--- src/rtl/hamming16_pkg.sv ---
// Shared Hamming(21,16) definitions: widths, pipeline/FSM state types, parity and
// codeword-position helpers used by both the encoder and the decoder.
package hamming16_pkg;

  localparam int DATA_W = 16;
  localparam int PAR_W  = 5;
  localparam int CW_LEN = 21;

  typedef enum logic {EMPTY, FULL} stage_t;
  typedef enum logic {INJ_IDLE, INJ_ARMED} inj_state_t;

  typedef struct packed {
    logic       is_parity;
    logic [3:0] idx;
  } bit_sel_t;

  function automatic logic [PAR_W-1:0] calc_parity(input logic [DATA_W-1:0] d);
    logic [PAR_W-1:0] p;
    p[0] = d[0] ^ d[1] ^ d[3] ^ d[4] ^ d[6] ^ d[8] ^ d[10] ^ d[11] ^ d[13] ^ d[15];
    p[1] = d[0] ^ d[2] ^ d[3] ^ d[5] ^ d[6] ^ d[9] ^ d[10] ^ d[12] ^ d[13];
    p[2] = d[1] ^ d[2] ^ d[3] ^ d[7] ^ d[8] ^ d[9] ^ d[10] ^ d[14] ^ d[15];
    p[3] = ^d[10:4];
    p[4] = ^d[15:11];
    return p;
  endfunction

  // Powers of two are parity slots; data index is position minus the parity slots below it, minus one.
  function automatic bit_sel_t pos_to_bit(input logic [4:0] pos);
    bit_sel_t sel;
    sel.is_parity = 1'b0;
    sel.idx       = '0;
    case (pos)
      5'd1:  begin sel.is_parity = 1'b1; sel.idx = 4'd0; end
      5'd2:  begin sel.is_parity = 1'b1; sel.idx = 4'd1; end
      5'd4:  begin sel.is_parity = 1'b1; sel.idx = 4'd2; end
      5'd8:  begin sel.is_parity = 1'b1; sel.idx = 4'd3; end
      5'd16: begin sel.is_parity = 1'b1; sel.idx = 4'd4; end
      default: begin
        if (pos >= 5'd17)     sel.idx = 4'(pos - 5'd6);
        else if (pos >= 5'd9) sel.idx = 4'(pos - 5'd5);
        else if (pos >= 5'd5) sel.idx = 4'(pos - 5'd4);
        else                  sel.idx = 4'(pos - 5'd3);
      end
    endcase
    return sel;
  endfunction

endpackage

--- src/rtl/hamming16_parity.sv ---
// Combinational Hamming(21,16) parity generator, shared by encoder and decoder.
module hamming16_parity
  import hamming16_pkg::*;
(
  input  logic [DATA_W-1:0] data,
  output logic [PAR_W-1:0]  parity
);

  assign parity = calc_parity(data);

endmodule

--- src/rtl/hamming16_enc.sv ---
// Two-stage pipelined Hamming(21,16) encoder with valid/ready handshakes and a delivered-word counter.
// Optional single-bit error injection is built only when HAMMING16_ERR_INJECT_EN is defined.
module hamming16_enc
  import hamming16_pkg::*;
#(
  parameter int COUNT_W = 16
) (
  input  logic               clk,
  input  logic               rst_n,
  input  logic               in_valid,
  output logic               in_ready,
  input  logic [DATA_W-1:0]  in_data,
  output logic               out_valid,
  input  logic               out_ready,
  output logic [DATA_W-1:0]  out_data,
  output logic [PAR_W-1:0]   out_parity,
`ifdef HAMMING16_ERR_INJECT_EN
  input  logic               inj_req,
  input  logic [4:0]         inj_pos,
  output logic               inj_ack,
`endif
  output logic [COUNT_W-1:0] word_count
);

  stage_t             s1_state, s2_state;
  logic [DATA_W-1:0]  s1_data, s2_data;
  logic [PAR_W-1:0]   s2_par, par_calc;
  logic [DATA_W-1:0]  data_flip;
  logic [PAR_W-1:0]   par_flip;
  logic               s1_load, s2_load, out_fire;

  assign s2_load   = (s1_state == FULL) && ((s2_state == EMPTY) || out_ready);
  assign in_ready  = (s1_state == EMPTY) || s2_load;
  assign s1_load   = in_valid && in_ready;
  assign out_fire  = (s2_state == FULL) && out_ready;
  assign out_valid = (s2_state == FULL);
  assign out_data  = s2_data;
  assign out_parity = s2_par;

  hamming16_parity u_parity (
    .data   (s1_data),
    .parity (par_calc)
  );

  always_ff @(posedge clk or negedge rst_n) begin
    if (!rst_n) begin
      s1_state <= EMPTY;
      s1_data  <= '0;
    end else if (s1_load) begin
      s1_state <= FULL;
      s1_data  <= in_data;
    end else if (s2_load) begin
      s1_state <= EMPTY;
    end
  end

  // Injection flips land after parity is computed, so the codeword carries a genuine single-bit error.
  always_ff @(posedge clk or negedge rst_n) begin
    if (!rst_n) begin
      s2_state <= EMPTY;
      s2_data  <= '0;
      s2_par   <= '0;
    end else if (s2_load) begin
      s2_state <= FULL;
      s2_data  <= s1_data ^ data_flip;
      s2_par   <= par_calc ^ par_flip;
    end else if (out_fire) begin
      s2_state <= EMPTY;
    end
  end

  always_ff @(posedge clk or negedge rst_n) begin
    if (!rst_n) word_count <= '0;
    else if (out_fire) word_count <= word_count + COUNT_W'(1);
  end

`ifdef HAMMING16_ERR_INJECT_EN
  inj_state_t inj_state, inj_state_nxt;
  logic [4:0] inj_pos_q, inj_pos_nxt;
  logic       inj_apply;
  bit_sel_t   inj_sel;

  always_ff @(posedge clk or negedge rst_n) begin
    if (!rst_n) begin
      inj_state <= INJ_IDLE;
      inj_pos_q <= '0;
      inj_ack   <= 1'b0;
    end else begin
      inj_state <= inj_state_nxt;
      inj_pos_q <= inj_pos_nxt;
      inj_ack   <= inj_apply;
    end
  end

  // A new request in the transfer cycle wins the next state, so the old position is consumed and the new one stays armed.
  always_comb begin
    inj_state_nxt = inj_state;
    inj_pos_nxt   = inj_pos_q;
    data_flip     = '0;
    par_flip      = '0;
    inj_sel       = pos_to_bit(inj_pos_q);
    inj_apply     = (inj_state == INJ_ARMED) && s2_load;
    if (inj_apply) begin
      inj_state_nxt = INJ_IDLE;
      if (inj_sel.is_parity) par_flip[inj_sel.idx[2:0]] = 1'b1;
      else                   data_flip[inj_sel.idx]     = 1'b1;
    end
    if (inj_req && (inj_pos >= 5'd1) && (inj_pos <= 5'(CW_LEN))) begin
      inj_state_nxt = INJ_ARMED;
      inj_pos_nxt   = inj_pos;
    end
  end
`else
  assign data_flip = '0;
  assign par_flip  = '0;
`endif

endmodule

--- config.mk ---
export PLATFORM = sky130hd
export DESIGN_NAME = hamming16_enc
export DESIGN_NICKNAME = d
export VERILOG_FILES = /design/src/rtl/hamming16_pkg.sv /design/src/rtl/hamming16_parity.sv /design/src/rtl/hamming16_enc.sv
export SDC_FILE = /design/constraint.sdc
export NUM_CORES = 1
export LEC_CHECK = 0
export ABC_AREA = 0
export CORE_ASPECT_RATIO = 2
export CORE_UTILIZATION = 30
export CTS_BUF_LIST = sky130_fd_sc_hd__clkbuf_8
export CTS_CLUSTER_SIZE = 16
export DETAILED_ROUTE_END_ITERATION = 10
export GPL_TIMING_DRIVEN = 0
export PLACE_DENSITY = 0.6
export SYNTH_ARGS = -nofsm -noshare
export SYNTH_HDL_FRONTEND = slang
export SYNTH_SLANG_ARGS = --single-unit
--- constraint.sdc ---
create_clock -name clk -period 1.7 [get_ports clk]
set_input_delay 0.34 -clock clk [delete_from_list [all_inputs] [get_ports clk]]
set_output_delay 0.34 -clock clk [all_outputs]
set_load 0.03 [all_outputs]
# Word-level counts from Yosys, hierarchy flattened
# Cells that the tools add are included.
totals:
  inputBits: 20
  ff_bits: 55
  word_cells: 47
  output_inout_bits: 39
op_classes:
  n_mux: 4
  bitwise: 27
  add_sub_neg: 1
  reduce_logical: 9
ops:
  columns: ["cell", "count"]
  rows:
  - ["$xor A1 B1 Y1", 25]
  - ["$add A16 B1 Y16 const B", 1]
  - ["$reduce_xor A7 Y1", 1]
  - ["$reduce_xor A5 Y1", 1]
  - ["$mux W1", 4]
  - ["$reduce_bool A2 Y1", 2]
  - ["$logic_and A1 B1 Y1", 3]
  - ["$logic_or A1 B1 Y1", 2]
  - ["$not A1 Y1", 2]

# Logic depth before layout (Yosys ltp)
# Gate-level depths: netlist of the first run.
depth:
  depth_word: 9
  depth_mapped: 5
  ltp_nobuf: 5

# Modules after synthesis
# From an unflattened synthesis of the first run, not the netlist that was laid out.
hier_totals:
  hier_cells: 168
  area_unflattened_um2: 2421.1
modules_own_cells:
  columns: ["mod", "seq_area_each_um2", "n_inst", "area_per_inst_um2", "cells_per_inst"]
  rows:
  - ["hamming16_enc", 1376.3, 1, 2162.1, 144]
  - ["hamming16_parity", 0.0, 1, 259.0, 24]

# Worst setup path after synthesis of the first run
# Ideal clock, no wire load.
synth_timing:
  kind: "flip-flop to flip-flop"
  startpoint: "reg s2_state (netlist: out_valid)"
  endpoint: "reg s1_data[10]"
  slack_ps: -153
  stages_incl_launch_ff: 5
  path_buffers: 1
  t_required_ps: 1575
  setup_ps: 125
  arrival_ps: 1728
  period_less_slack_ps: 1853
  path_cell_list: "dfrtp_1 nand3b_1 nand2_2 buf_4 mux2_2"
synth_between:
  elab_chain_cells: 5
synth_lines:
  columns: ["item", "line_no", "source"]
  rows:
  - ["start, declared", "hamming16_enc.sv:25", "stage_t s1_state, s2_state;"]
  - ["start signal, assigned", "hamming16_enc.sv:60", "s2_state <= EMPTY;"]
  - ["start signal, assigned", "hamming16_enc.sv:64", "s2_state <= FULL;"]
  - ["start signal, assigned", "hamming16_enc.sv:68", "s2_state <= EMPTY;"]
  - ["$not A1 Y1", "hamming16_enc.sv:32", "assign s2_load = (s1_state == FULL) && ((s2_state == EMPTY) || out_ready);"]
  - ["$logic_or A1 B1 Y1", "hamming16_enc.sv:32", null]
  - ["$logic_and A1 B1 Y1", "hamming16_enc.sv:32", null]
  - ["$logic_or A1 B1 Y1", "hamming16_enc.sv:33", "assign in_ready = (s1_state == EMPTY) || s2_load;"]
  - ["via in_ready", "hamming16_enc.sv:11", "output logic in_ready,"]
  - ["$logic_and A1 B1 Y1", "hamming16_enc.sv:34", "assign s1_load = in_valid && in_ready;"]
  - ["end signal, assigned", "hamming16_enc.sv:51", "s1_data <= in_data;"]
  - ["end, declared", "hamming16_enc.sv:26", "logic [DATA_W-1:0] s1_data, s2_data;"]
# The timed path passes the listed nets, and every way through them passes these cells.
# A chain may end at the register's enable or synchronous reset.

# Worst setup path in the final report of the first run
layout_timing:
  startpoint: "in out_ready"
  endpoint: "out in_ready"
layout_between:
  elab_chain_cells: 3
layout_lines:
  columns: ["item", "line_no", "source"]
  rows:
  - ["start, declared", "hamming16_enc.sv:14", "input logic out_ready,"]
  - ["$logic_or A1 B1 Y1", "hamming16_enc.sv:32", null]
  - ["$logic_and A1 B1 Y1", "hamming16_enc.sv:32", null]
  - ["$logic_or A1 B1 Y1", "hamming16_enc.sv:33", null]
  - ["end, declared", "hamming16_enc.sv:11", null]
# No other way between the ends.

==> impl_metrics.prom, run 1 <==
# TYPE chip_impl_metric gauge
chip_impl_info{name="run_status",value="complete, but fails checks"} 1
chip_impl_info{name="violated_checks",value="hold timing"} 1
chip_impl_metric{name="yosysUniqueCellTypes",unit=""} 24
chip_impl_metric{name="cts-root-to-sink-buffers",unit=""} 2
chip_impl_metric{name="dp_hpwl",unit="mm"} 3.61
chip_impl_metric{name="total_switching_power",unit="uW"} 1590
chip_impl_metric{name="slew_viol_final",unit=""} 0
chip_impl_metric{name="post_layout_nonfiller_instances",unit=""} 332
chip_impl_metric{name="final_cell_area",unit="um2"} 3190
chip_impl_metric{name="synthesis.instances",unit=""} 171
chip_impl_metric{name="area_growth_syn_to_layout",unit="%"} 34.8
chip_impl_metric{name="crit_arrival",unit="ns"} 1.29
chip_impl_info{name="cpMaxStageDelayCell",value="clkdlybuf4s50_1"} 1
chip_impl_metric{name="synth-seq-area-share",unit="%"} 58.1
chip_impl_metric{name="place_congestion",unit=""} 0.698
chip_impl_metric{name="rrSetupSlack",unit="ns"} 0.14
chip_impl_metric{name="top_level_ports",unit=""} 59
chip_impl_metric{name="grt_max_degree",unit=""} 35
chip_impl_metric{name="drt-wirelength-per-cell",unit="um"} 14.2
chip_impl_metric{name="syn_nets",unit=""} 192
chip_impl_metric{name="cap_viol_max_count",unit=""} 0
chip_impl_metric{name="detail_route.wirelength",unit="mm"} 4.71
chip_impl_metric{name="fin_clk_skew",unit="ns"} 0.00300
chip_impl_metric{name="power.combinational.fraction",unit="%"} 39.9
chip_impl_metric{name="cts_hold_buf",unit=""} 0
chip_impl_metric{name="synth-edff-count",unit=""} 0
chip_impl_metric{name="ctsHtreeMaxLevel",unit=""} 2
chip_impl_info{name="mostFrequentLayoutCell",value="dfrtp_1"} 1
chip_impl_metric{name="report.final.hold_viol_count",unit=""} 5
chip_impl_metric{name="worst_setup_hold_path_clk_slew",unit="ns"} 0.09
chip_impl_metric{name="lkg_pwr",unit="uW"} 0.00153
chip_impl_metric{name="min_period",unit="ns"} 1.63
chip_impl_metric{name="starting_density_of_the_core",unit="%"} 31.2
chip_impl_metric{name="diodes",unit=""} 0
chip_impl_metric{name="post-cts-setup-buffer-count",unit=""} 0
chip_impl_metric{name="postSynthRegisterBits",unit=""} 55
chip_impl_metric{name="pwr_density_cell",unit="nW/um2"} 1360
chip_impl_metric{name="grt_antenna_before_repair",unit=""} 0
chip_impl_metric{name="internal_power",unit="uW"} 2770
chip_impl_metric{name="max_freq",unit="GHz"} 0.612
chip_impl_metric{name="worst_pin_slew",unit="ns"} 0.515
chip_impl_metric{name="mappedNetlistArea",unit="um2"} 2370
chip_impl_info{name="commonest_cells_after_routing_fill_and_taps_aside",value="dfrtp_1, mux2_2, xnor2_1, dlygate4sd2_1, clkdlybuf4s50_1"} 1
chip_impl_metric{name="syn_avg_cell_area",unit="um2"} 13.9
chip_impl_info{name="clk_root_buffer_cell",value="clkbuf_8"} 1
chip_impl_metric{name="dpl.cell_count",unit=""} 324
chip_impl_metric{name="max-slew-margin-rel",unit="%"} 65.6
chip_impl_metric{name="setup_viol",unit=""} 0
chip_impl_metric{name="floorplan.die.height",unit="um"} 128
chip_impl_metric{name="dieWidth",unit="um"} 64.8
chip_impl_metric{name="detail_route.vias_per_cell",unit=""} 4.43
chip_impl_metric{name="finalWorstSetupSlack",unit="ns"} 0.0667
chip_impl_info{name="timing.critical_path.cells",value="clkdlybuf4s50_1 -> nand3b_1 -> buf_2"} 1
chip_impl_metric{name="fp.coreArea",unit="um2"} 7600
chip_impl_metric{name="final.period_utilization",unit="%"} 96.1
chip_impl_metric{name="grt_pass1_wl",unit="mm"} 7.96
chip_impl_metric{name="power_frac_clock",unit="%"} 17.5
chip_impl_info{name="synthFlopType",value="dfrtp_1"} 1
chip_impl_metric{name="detailedRoute.firstPassIterationCount",unit=""} 4
chip_impl_metric{name="timing.critical_path.required",unit="ns"} 1.36
chip_impl_metric{name="hold_slack",unit="ns"} -0.00143
chip_impl_metric{name="design.die.area",unit="um2"} 8280
chip_impl_metric{name="row_count",unit=""} 45
chip_impl_info{name="timing_worst_setup_path_type",value="primary input to primary output"} 1
chip_impl_metric{name="latest_clock_arrival_within_the_worst_skew_pair",unit="ns"} 0.30
chip_impl_metric{name="netSwitchingFraction",unit="%"} 36.4
chip_impl_metric{name="global_route.overflow_total",unit=""} 0
chip_impl_metric{name="async_flop_share",unit="%"} 100
chip_impl_metric{name="tritoncts.num_buffers",unit=""} 5
chip_impl_metric{name="detail_route.drc_violations",unit=""} 0
chip_impl_metric{name="power_frac_seq",unit="%"} 42.6
chip_impl_metric{name="layout-drive-gt1-share",unit="%"} 21.4
chip_impl_metric{name="globalRouteTotalUtil",unit="%"} 13.0
chip_impl_metric{name="post-layout-total-power",unit="uW"} 4350
chip_impl_metric{name="clock_sinks",unit=""} 55
chip_impl_metric{name="vias",unit=""} 1471
chip_impl_metric{name="placement.io_buffers",unit=""} 58
chip_impl_metric{name="first_iter_violations",unit=""} 38
chip_impl_info{name="rsz_0062_raised_after_global_routing",value="yes"} 1
chip_impl_info{name="worst_setup_path_end_kind",value="primary output"} 1
chip_impl_metric{name="dp_worst_setup_slack",unit="ns"} -0.482
chip_impl_info{name="crit_path_start_kind",value="primary input"} 1
chip_impl_metric{name="vdd_drop_max",unit="mV"} 0.762
chip_impl_metric{name="grt_pass1_vias",unit=""} 1596
chip_impl_info{name="cts_tree",value="yes"} 1
chip_impl_metric{name="critical_path.max_stage_delay",unit="ns"} 0.54
chip_impl_metric{name="post-route-util",unit="%"} 42.0
chip_impl_metric{name="postRouteAntennaNets",unit=""} 0
chip_impl_metric{name="yosys_warnings",unit=""} 0
chip_impl_metric{name="placed_cell_area",unit="um2"} 3090
chip_impl_metric{name="design.final.nets",unit=""} 258
chip_impl_metric{name="crit_fanout",unit=""} 5
chip_impl_info{name="min_path_type",value="primary input to async pin"} 1
-- cells in the mapped netlist (2+ instances only) --
cell       n  area share, %
and3_1     2           0.53
dfrtp_1   55             58
inv_1      2           0.32
mux2_2    33             16
nand2_1   11            1.7
nand2b_1   3           0.79
nand3_1    6            1.3
nand4_1    2           0.53
nor2_1     3           0.48
nor3_1     2           0.42
o21ai_0    3           0.63
o21ai_1    2           0.42
xnor2_1   27             10
xnor3_1    3            2.9
xor2_1     8            3.0
-- flip-flops by register name, summed over array words and instances, names as in the netlist --
| register | flops |
|---|---|
| s1_state | 1 |
| s1_data | 16 |
| word_count | 16 |
| out_data | 16 |
| out_valid | 1 |
| out_parity | 5 |
-- timing repair --
item,CTS,global route
resized for setup,33,14
cloned,0,0
setup endpoints to repair,42,23
-- logic make-up after synthesis --
kind of cell | Yosys count | share of synthesized area [%]
XOR/XNOR | 39 | 16.5
adder cells (fa/ha/maj) | 1 | 0.528
AO/OA/AOI/OAI | 5 | 1.06
flip-flops | 55 | 58.1
multiplexers | 33 | 15.7
AND/OR/NAND/NOR | 33 | 7.13
buffers and inverters | 5 | 1.00
-- area by class of cell --
cell class	instances	area, um2
Sequential cell	55	1380
Fill cell	765	4410
Clock inverter	1	3.75
Buffer	3	22.5
Tap cell	94	118
Clock buffer	7	96.3
Timing Repair Buffer	59	584
Multi-Input combinational cell	111	982
Inverter	2	7.51
-- power by group through the flow --
stage / registers [uW] / clock network [uW] / logic (uW)
final: 1850 / 761 / 1740
after global routing: 1910 / 854 / 1870
after CTS: 1870 / 804 / 1770
after detailed placement: 1900 / 0 / 1890
after global placement: 1890 / 0 / 1860
after floorplan: 2330 / 0 / 713
-- through the flow --
stage | setup TNS [ns] | hold slack (ns)
finish | 0 | -0.00143
global route | -0.345 | 0.0102
CTS | -0.0362 | 0.00619
detailed placement | -12.35 | 0.349
global placement | -92.12 | 0.459
floorplan | 0 | 0.0444
-- metal layers --
layer	track usage, %	wire [um]
met5	0	0
met4	6.27	108
met3	3.47	187
met2	24.0	2670
met1	13.1	1740
-- worst max-delay path, delay by kind of cell --
family                 cells  cell delay (ns)
and+or+nand+nor            1             0.19
buffers and inverters      2             0.76
-- final timing paths --
kind	from	to	depth (start not counted)
setup / recovery	out_ready	in_ready	3
hold / removal	rst_n	word_count[2]	1
setup reg to reg	word_count[0]	word_count[10]	5
hold reg to reg	out_parity[0]	out_parity[0]	2
max in group asynchronous	rst_n	out_parity[4]	2
min in group clk	out_parity[0]	out_parity[0]	2
(Power assumes the default switching activity.)
==> run 2: changes to the inputs <==
Settings changed: CORE_ASPECT_RATIO 2 to 0.9.
==> impl_metrics.prom, run 2 (synthesis results as in run 1) <==
# TYPE chip_impl_metric gauge
chip_impl_info{name="run_status",value="finished clean"} 1
chip_impl_metric{name="design.die.area",unit="um2"} 8250
chip_impl_metric{name="worst_setup_hold_path_clk_slew",unit="ns"} 0.10
chip_impl_metric{name="drt-wirelength-per-cell",unit="um"} 13.8
chip_impl_metric{name="grt_pass1_wl",unit="mm"} 7.38
chip_impl_metric{name="vdd_drop_max",unit="mV"} 0.471
chip_impl_info{name="mostFrequentLayoutCell",value="dfrtp_1"} 1
chip_impl_info{name="rsz_0062_raised_after_global_routing",value="yes"} 1
chip_impl_metric{name="placement.io_buffers",unit=""} 58
chip_impl_metric{name="globalRouteTotalUtil",unit="%"} 11.9
chip_impl_metric{name="hold_slack",unit="ns"} 0.0263
chip_impl_metric{name="placed_cell_area",unit="um2"} 3090
chip_impl_metric{name="design.final.nets",unit=""} 258
chip_impl_info{name="timing_worst_setup_path_type",value="primary input to flip-flop"} 1
chip_impl_metric{name="grt_max_degree",unit=""} 32
chip_impl_metric{name="lkg_pwr",unit="uW"} 0.00159
chip_impl_info{name="commonest_cells_after_routing_fill_and_taps_aside",value="dfrtp_1, mux2_2, xnor2_1"} 1
chip_impl_metric{name="max_freq",unit="GHz"} 0.605
chip_impl_metric{name="place_congestion",unit=""} 0.702
chip_impl_metric{name="final_cell_area",unit="um2"} 3250
chip_impl_metric{name="rrSetupSlack",unit="ns"} 0.18
chip_impl_metric{name="post_layout_nonfiller_instances",unit=""} 334
chip_impl_metric{name="crit_fanout",unit=""} 10
chip_impl_metric{name="dpl.cell_count",unit=""} 326
chip_impl_metric{name="worst_pin_slew",unit="ns"} 0.596
chip_impl_metric{name="finalWorstSetupSlack",unit="ns"} 0.0469
chip_impl_metric{name="slew_viol_final",unit=""} 0
chip_impl_metric{name="r2r.worst_path.cells",unit=""} 4
chip_impl_metric{name="final.period_utilization",unit="%"} 97.2
chip_impl_metric{name="detail_route.vias_per_cell",unit=""} 4.45
chip_impl_metric{name="grt_antenna_before_repair",unit=""} 0
chip_impl_metric{name="first_iter_violations",unit=""} 24
chip_impl_metric{name="diodes",unit=""} 0
chip_impl_metric{name="latest_clock_arrival_within_the_worst_skew_pair",unit="ns"} 0.30
chip_impl_metric{name="ctsHtreeMaxLevel",unit=""} 2
chip_impl_info{name="cts_tree",value="yes"} 1
chip_impl_info{name="top_layer_used",value="met4"} 1
chip_impl_metric{name="report.final.hold_viol_count",unit=""} 0
chip_impl_metric{name="min_period",unit="ns"} 1.65
chip_impl_info{name="worst_setup_path_end_kind",value="flip-flop"} 1
chip_impl_metric{name="fin_clk_skew",unit="ns"} 0.00603
chip_impl_metric{name="dp_hpwl",unit="mm"} 3.44
chip_impl_metric{name="detail_route.drc_violations",unit=""} 0
chip_impl_info{name="r2r-start",value="s1_data[15]"} 1
chip_impl_metric{name="tritoncts.num_buffers",unit=""} 5
chip_impl_metric{name="fp.coreArea",unit="um2"} 7580
chip_impl_info{name="r2r_end",value="out_parity[0]"} 1
chip_impl_metric{name="layout-drive-gt1-share",unit="%"} 21.4
chip_impl_metric{name="row_count",unit=""} 30
chip_impl_metric{name="routed-wl-met2",unit="mm"} 1.96
chip_impl_metric{name="cts-root-to-sink-buffers",unit=""} 2
chip_impl_metric{name="starting_density_of_the_core",unit="%"} 31.2
chip_impl_metric{name="setup_viol",unit=""} 0
chip_impl_metric{name="cap_viol_max_count",unit=""} 0
chip_impl_metric{name="global_route.overflow_total",unit=""} 0
chip_impl_metric{name="met3_length",unit="um"} 241
chip_impl_metric{name="area_growth_syn_to_layout",unit="%"} 37.2
chip_impl_metric{name="wl_met1",unit="mm"} 2.35
chip_impl_metric{name="detailedRoute.firstPassIterationCount",unit=""} 4
chip_impl_metric{name="dieWidth",unit="um"} 95.7
chip_impl_info{name="min_path_type",value="primary input to async pin"} 1
chip_impl_metric{name="clock_sinks",unit=""} 55
chip_impl_metric{name="top_level_ports",unit=""} 59
chip_impl_metric{name="postRouteAntennaNets",unit=""} 0
chip_impl_metric{name="max-slew-margin-rel",unit="%"} 60.3
chip_impl_metric{name="detail_route.wirelength",unit="mm"} 4.62
chip_impl_metric{name="grt_pass1_vias",unit=""} 1434
chip_impl_metric{name="vias",unit=""} 1487
chip_impl_info{name="crit_path_start_kind",value="primary input"} 1
chip_impl_metric{name="crit_arrival",unit="ns"} 1.85
chip_impl_metric{name="timing.critical_path.required",unit="ns"} 1.89
chip_impl_metric{name="dp_worst_setup_slack",unit="ns"} -0.506
chip_impl_metric{name="pwr_density_cell",unit="nW/um2"} 1420
chip_impl_info{name="clk_root_buffer_cell",value="clkbuf_8"} 1
chip_impl_metric{name="floorplan.die.height",unit="um"} 86.3
-- run 2: per-layer routing --
layer,GRT usage (%),up-vias
li1,-,713
met1,17.5,724
met2,17.3,42
met3,2.81,8
met4,4.07,0
met5,0,-
-- run 2: worst max path at each step --
stage	slack [ns]	from	cells after the start	endpoint
after floorplan	0.03	out_valid	4	s1_data[10]
after global placement	-1.69	rst_n	1	out_valid
after detailed placement	-0.51	out_ready	5	out_data[12]
after CTS	0.002	out_data[1]	1	out_data[1]
after global routing	-0.009	out_ready	5	s1_data[9]
final	0.05	out_ready	5	s1_data[9]
-- run 2: worst max-delay path, cell delays in order --
cell and delay, ns:
clkdlybuf4s50_1 0.48, nand3b_1 0.25, nand2_2 0.22, buf_6 0.20
mux2_2 0.35
-- run 2: cell type report --
class,count,area [um2]
fill,727,4330
clock buffer,5,68.8
timing repair buffer,59,603
buffer,3,22.5
tap,96,120
clock inverter,3,63.8
inverter,2,7.51
sequential,55,1380
multi-input combinational,111,987
-- run 2: power by group --
part	switching, uW	total [uW]	internal, uW
combinational	950	1770	820
sequential	246	1850	1610
clock	421	1000	583
-- run 2: repair_timing --
| item | 4_1_cts | 5_1_grt |
|---|---|---|
| hold buffers | 0 | 0 |
| setup endpoints to repair | 37 | 27 |
| cloned | 0 | 0 |
| gates resized for setup | 30 | 18 |
| setup buffers | 0 | 0 |
-- run 2: stage by stage --
| step | utilization (%) | power (uW) | TNS (ns) |
|---|---|---|---|
| 6_report | 42.9 | 4630 | 0 |
| 3_5_place_dp | 40.7 | 3780 | -13.22 |
| 4_1_cts | 42.2 | 4710 | 0 |
| 3_3_place_gp | 40.5 | 3740 | -93.83 |
| 2_1_floorplan | - | 3040 | 0 |
| 5_1_grt | 42.9 | 4890 | -0.00944 |
==> run 3: changes to the inputs <==
Settings changed: MAX_ROUTING_LAYER set to met4.
==> impl_metrics.prom, run 3 (synthesis results as in run 1) <==
# TYPE chip_impl_metric gauge
chip_impl_metric{name="clock_sinks",unit=""} 55
chip_impl_metric{name="grt_pass1_wl",unit="mm"} 7.38
chip_impl_metric{name="hold_slack",unit="ns"} 0.0262
chip_impl_metric{name="grt_pass1_vias",unit=""} 1434
chip_impl_info{name="mostFrequentLayoutCell",value="dfrtp_1"} 1
chip_impl_metric{name="dp_hpwl",unit="mm"} 3.44
chip_impl_metric{name="top_level_ports",unit=""} 59
chip_impl_metric{name="global_route.overflow_total",unit=""} 0
chip_impl_metric{name="crit_fanout",unit=""} 10
chip_impl_metric{name="area_growth_syn_to_layout",unit="%"} 37.2
chip_impl_info{name="timing.critical_path.cells",value="clkdlybuf4s50_1 -> nand3b_1 -> nand2_2 -> buf_6 -> mux2_2"} 1
chip_impl_info{name="timing_worst_setup_path_type",value="primary input to flip-flop"} 1
chip_impl_metric{name="row_count",unit=""} 30
chip_impl_metric{name="layout-drive-gt1-share",unit="%"} 21.4
chip_impl_metric{name="detail_route.drc_violations",unit=""} 0
chip_impl_metric{name="place_congestion",unit=""} 0.710
chip_impl_info{name="min_path_type",value="primary input to async pin"} 1
chip_impl_info{name="commonest_cells_after_routing_fill_and_taps_aside",value="dfrtp_1, mux2_2, xnor2_1"} 1
chip_impl_metric{name="drt-wirelength-per-cell",unit="um"} 13.8
chip_impl_metric{name="min_period",unit="ns"} 1.65
chip_impl_info{name="cts_tree",value="yes"} 1
chip_impl_info{name="crit_path_start_kind",value="primary input"} 1
chip_impl_metric{name="path_buf_inv",unit=""} 2
chip_impl_info{name="timing.critical_path.max_delay_family",value="buffers and inverters"} 1
chip_impl_metric{name="floorplan.die.height",unit="um"} 86.3
chip_impl_metric{name="worst_setup_hold_path_clk_slew",unit="ns"} 0.10
chip_impl_metric{name="critical_path.max_stage_delay",unit="ns"} 0.48
chip_impl_metric{name="starting_density_of_the_core",unit="%"} 31.2
chip_impl_metric{name="max_freq",unit="GHz"} 0.605
chip_impl_metric{name="detail_route.vias_per_cell",unit=""} 4.44
chip_impl_metric{name="crit_arrival",unit="ns"} 1.85
chip_impl_metric{name="final_cell_area",unit="um2"} 3250
chip_impl_metric{name="cts-root-to-sink-buffers",unit=""} 2
chip_impl_metric{name="post-route-util",unit="%"} 42.9
chip_impl_metric{name="ctsHtreeMaxLevel",unit=""} 2
chip_impl_metric{name="globalRouteTotalUtil",unit="%"} 12.3
chip_impl_metric{name="design.final.nets",unit=""} 258
chip_impl_metric{name="slew_viol_final",unit=""} 0
chip_impl_metric{name="placed_cell_area",unit="um2"} 3090
chip_impl_metric{name="lkg_pwr",unit="uW"} 0.00159
chip_impl_metric{name="post_layout_nonfiller_instances",unit=""} 334
chip_impl_metric{name="cts_hold_buf",unit=""} 0
chip_impl_metric{name="setup_viol",unit=""} 0
chip_impl_metric{name="dpl.cell_count",unit=""} 326
chip_impl_info{name="worst_setup_path_end_kind",value="flip-flop"} 1
chip_impl_metric{name="grt_antenna_before_repair",unit=""} 0
chip_impl_metric{name="dieWidth",unit="um"} 95.7
chip_impl_metric{name="vias",unit=""} 1482
chip_impl_info{name="clk_root_buffer_cell",value="clkbuf_8"} 1
chip_impl_metric{name="final.period_utilization",unit="%"} 97.2
chip_impl_metric{name="placement.io_buffers",unit=""} 58
chip_impl_info{name="run_status",value="finished clean"} 1
chip_impl_metric{name="fin_clk_skew",unit="ns"} 0.00603
chip_impl_metric{name="first_iter_violations",unit=""} 24
chip_impl_metric{name="fill_cells",unit=""} 727
chip_impl_metric{name="pwr_density_cell",unit="nW/um2"} 1420
chip_impl_metric{name="report.final.hold_viol_count",unit=""} 0
chip_impl_metric{name="cap_viol_max_count",unit=""} 0
chip_impl_metric{name="worst_pin_slew",unit="ns"} 0.596
chip_impl_metric{name="vdd_drop_max",unit="mV"} 0.472
chip_impl_metric{name="detailedRoute.firstPassIterationCount",unit=""} 4
chip_impl_metric{name="timing.critical_path.required",unit="ns"} 1.89
chip_impl_metric{name="postRouteAntennaNets",unit=""} 0
chip_impl_metric{name="latest_clock_arrival_within_the_worst_skew_pair",unit="ns"} 0.30
chip_impl_metric{name="grt_max_degree",unit=""} 32
chip_impl_metric{name="tritoncts.num_buffers",unit=""} 5
chip_impl_metric{name="design.die.area",unit="um2"} 8250
chip_impl_metric{name="diodes",unit=""} 0
chip_impl_info{name="rsz_0062_raised_after_global_routing",value="yes"} 1
chip_impl_info{name="cpMaxStageDelayCell",value="clkdlybuf4s50_1"} 1
chip_impl_metric{name="post-cts-setup-buffer-count",unit=""} 0
chip_impl_metric{name="fp.coreArea",unit="um2"} 7580
chip_impl_metric{name="max-slew-margin-rel",unit="%"} 60.3
chip_impl_metric{name="detail_route.wirelength",unit="mm"} 4.63
## run 3: what timing repair did
action	4_1_cts	5_1_grt
gates cloned	0	0
setup endpoints to repair	37	27
hold endpoints to repair	0	0
gates resized for setup	30	18
## run 3: area by class of cell
cell class / count / area, um2 / area share (%)
Inverter: 2 / 7.51 / 0.231
Multi-Input combinational cell: 111 / 987 / 30.4
Sequential cell: 55 / 1380 / 42.4
Clock buffer: 5 / 68.8 / 2.12
Tap cell: 96 / 120 / 3.70
Timing Repair Buffer: 59 / 603 / 18.6
Buffer: 3 / 22.5 / 0.693
Clock inverter: 3 / 63.8 / 1.96
## run 3: metal layers
metal / global-route usage [%] / vias up / share of wire, % / wire length [um]
met3: 2.63 / 8 / 4.0 / 183
met1: 17.6 / 723 / 52 / 2410
met2: 17.3 / 38 / 42 / 1960
met5: - / - / 0 / 0
met4: 4.07 / 0 / 1.5 / 68
li1: - / 713 / - / -
## run 3: worst paths after layout
path	start	endpoint	slack (ns)	cells after the start
worst max-delay path	out_ready	s1_data[9]	0.05	5
worst min-delay path	rst_n	out_data[14]	0.03	1
worst max register to register	s1_data[15]	out_parity[0]	0.18	4
worst min register to register	word_count[15]	word_count[15]	0.48	1
max in group asynchronous	rst_n	out_valid	1.08	2
min in group clk	word_count[15]	word_count[15]	0.48	1
## run 3: report_power, final
group | switching, uW | leakage, uW | internal (uW)
combinational | 951 | 0.000861 | 819
clock | 421 | 0.0000695 | 583
sequential | 247 | 0.000664 | 1610
## run 3: stage by stage
stage / setup TNS (ns) / total power (uW) / worst slack [ns]
floorplan: 0 / 3040 / 0.0252
global placement: -93.83 / 3740 / -1.69
detailed placement: -13.22 / 3780 / -0.506
CTS: 0 / 4710 / 0.00163
global route: -0.00944 / 4890 / -0.00944
finish: 0 / 4630 / 0.0473
## run 3: worst reg2reg max path: stages, from the launching register on
cell and delay, ns:
dfrtp_1 0.43, xor2_1 0.18, xnor2_1 0.29, xnor3_1 0.45, o21ai_1 0.11
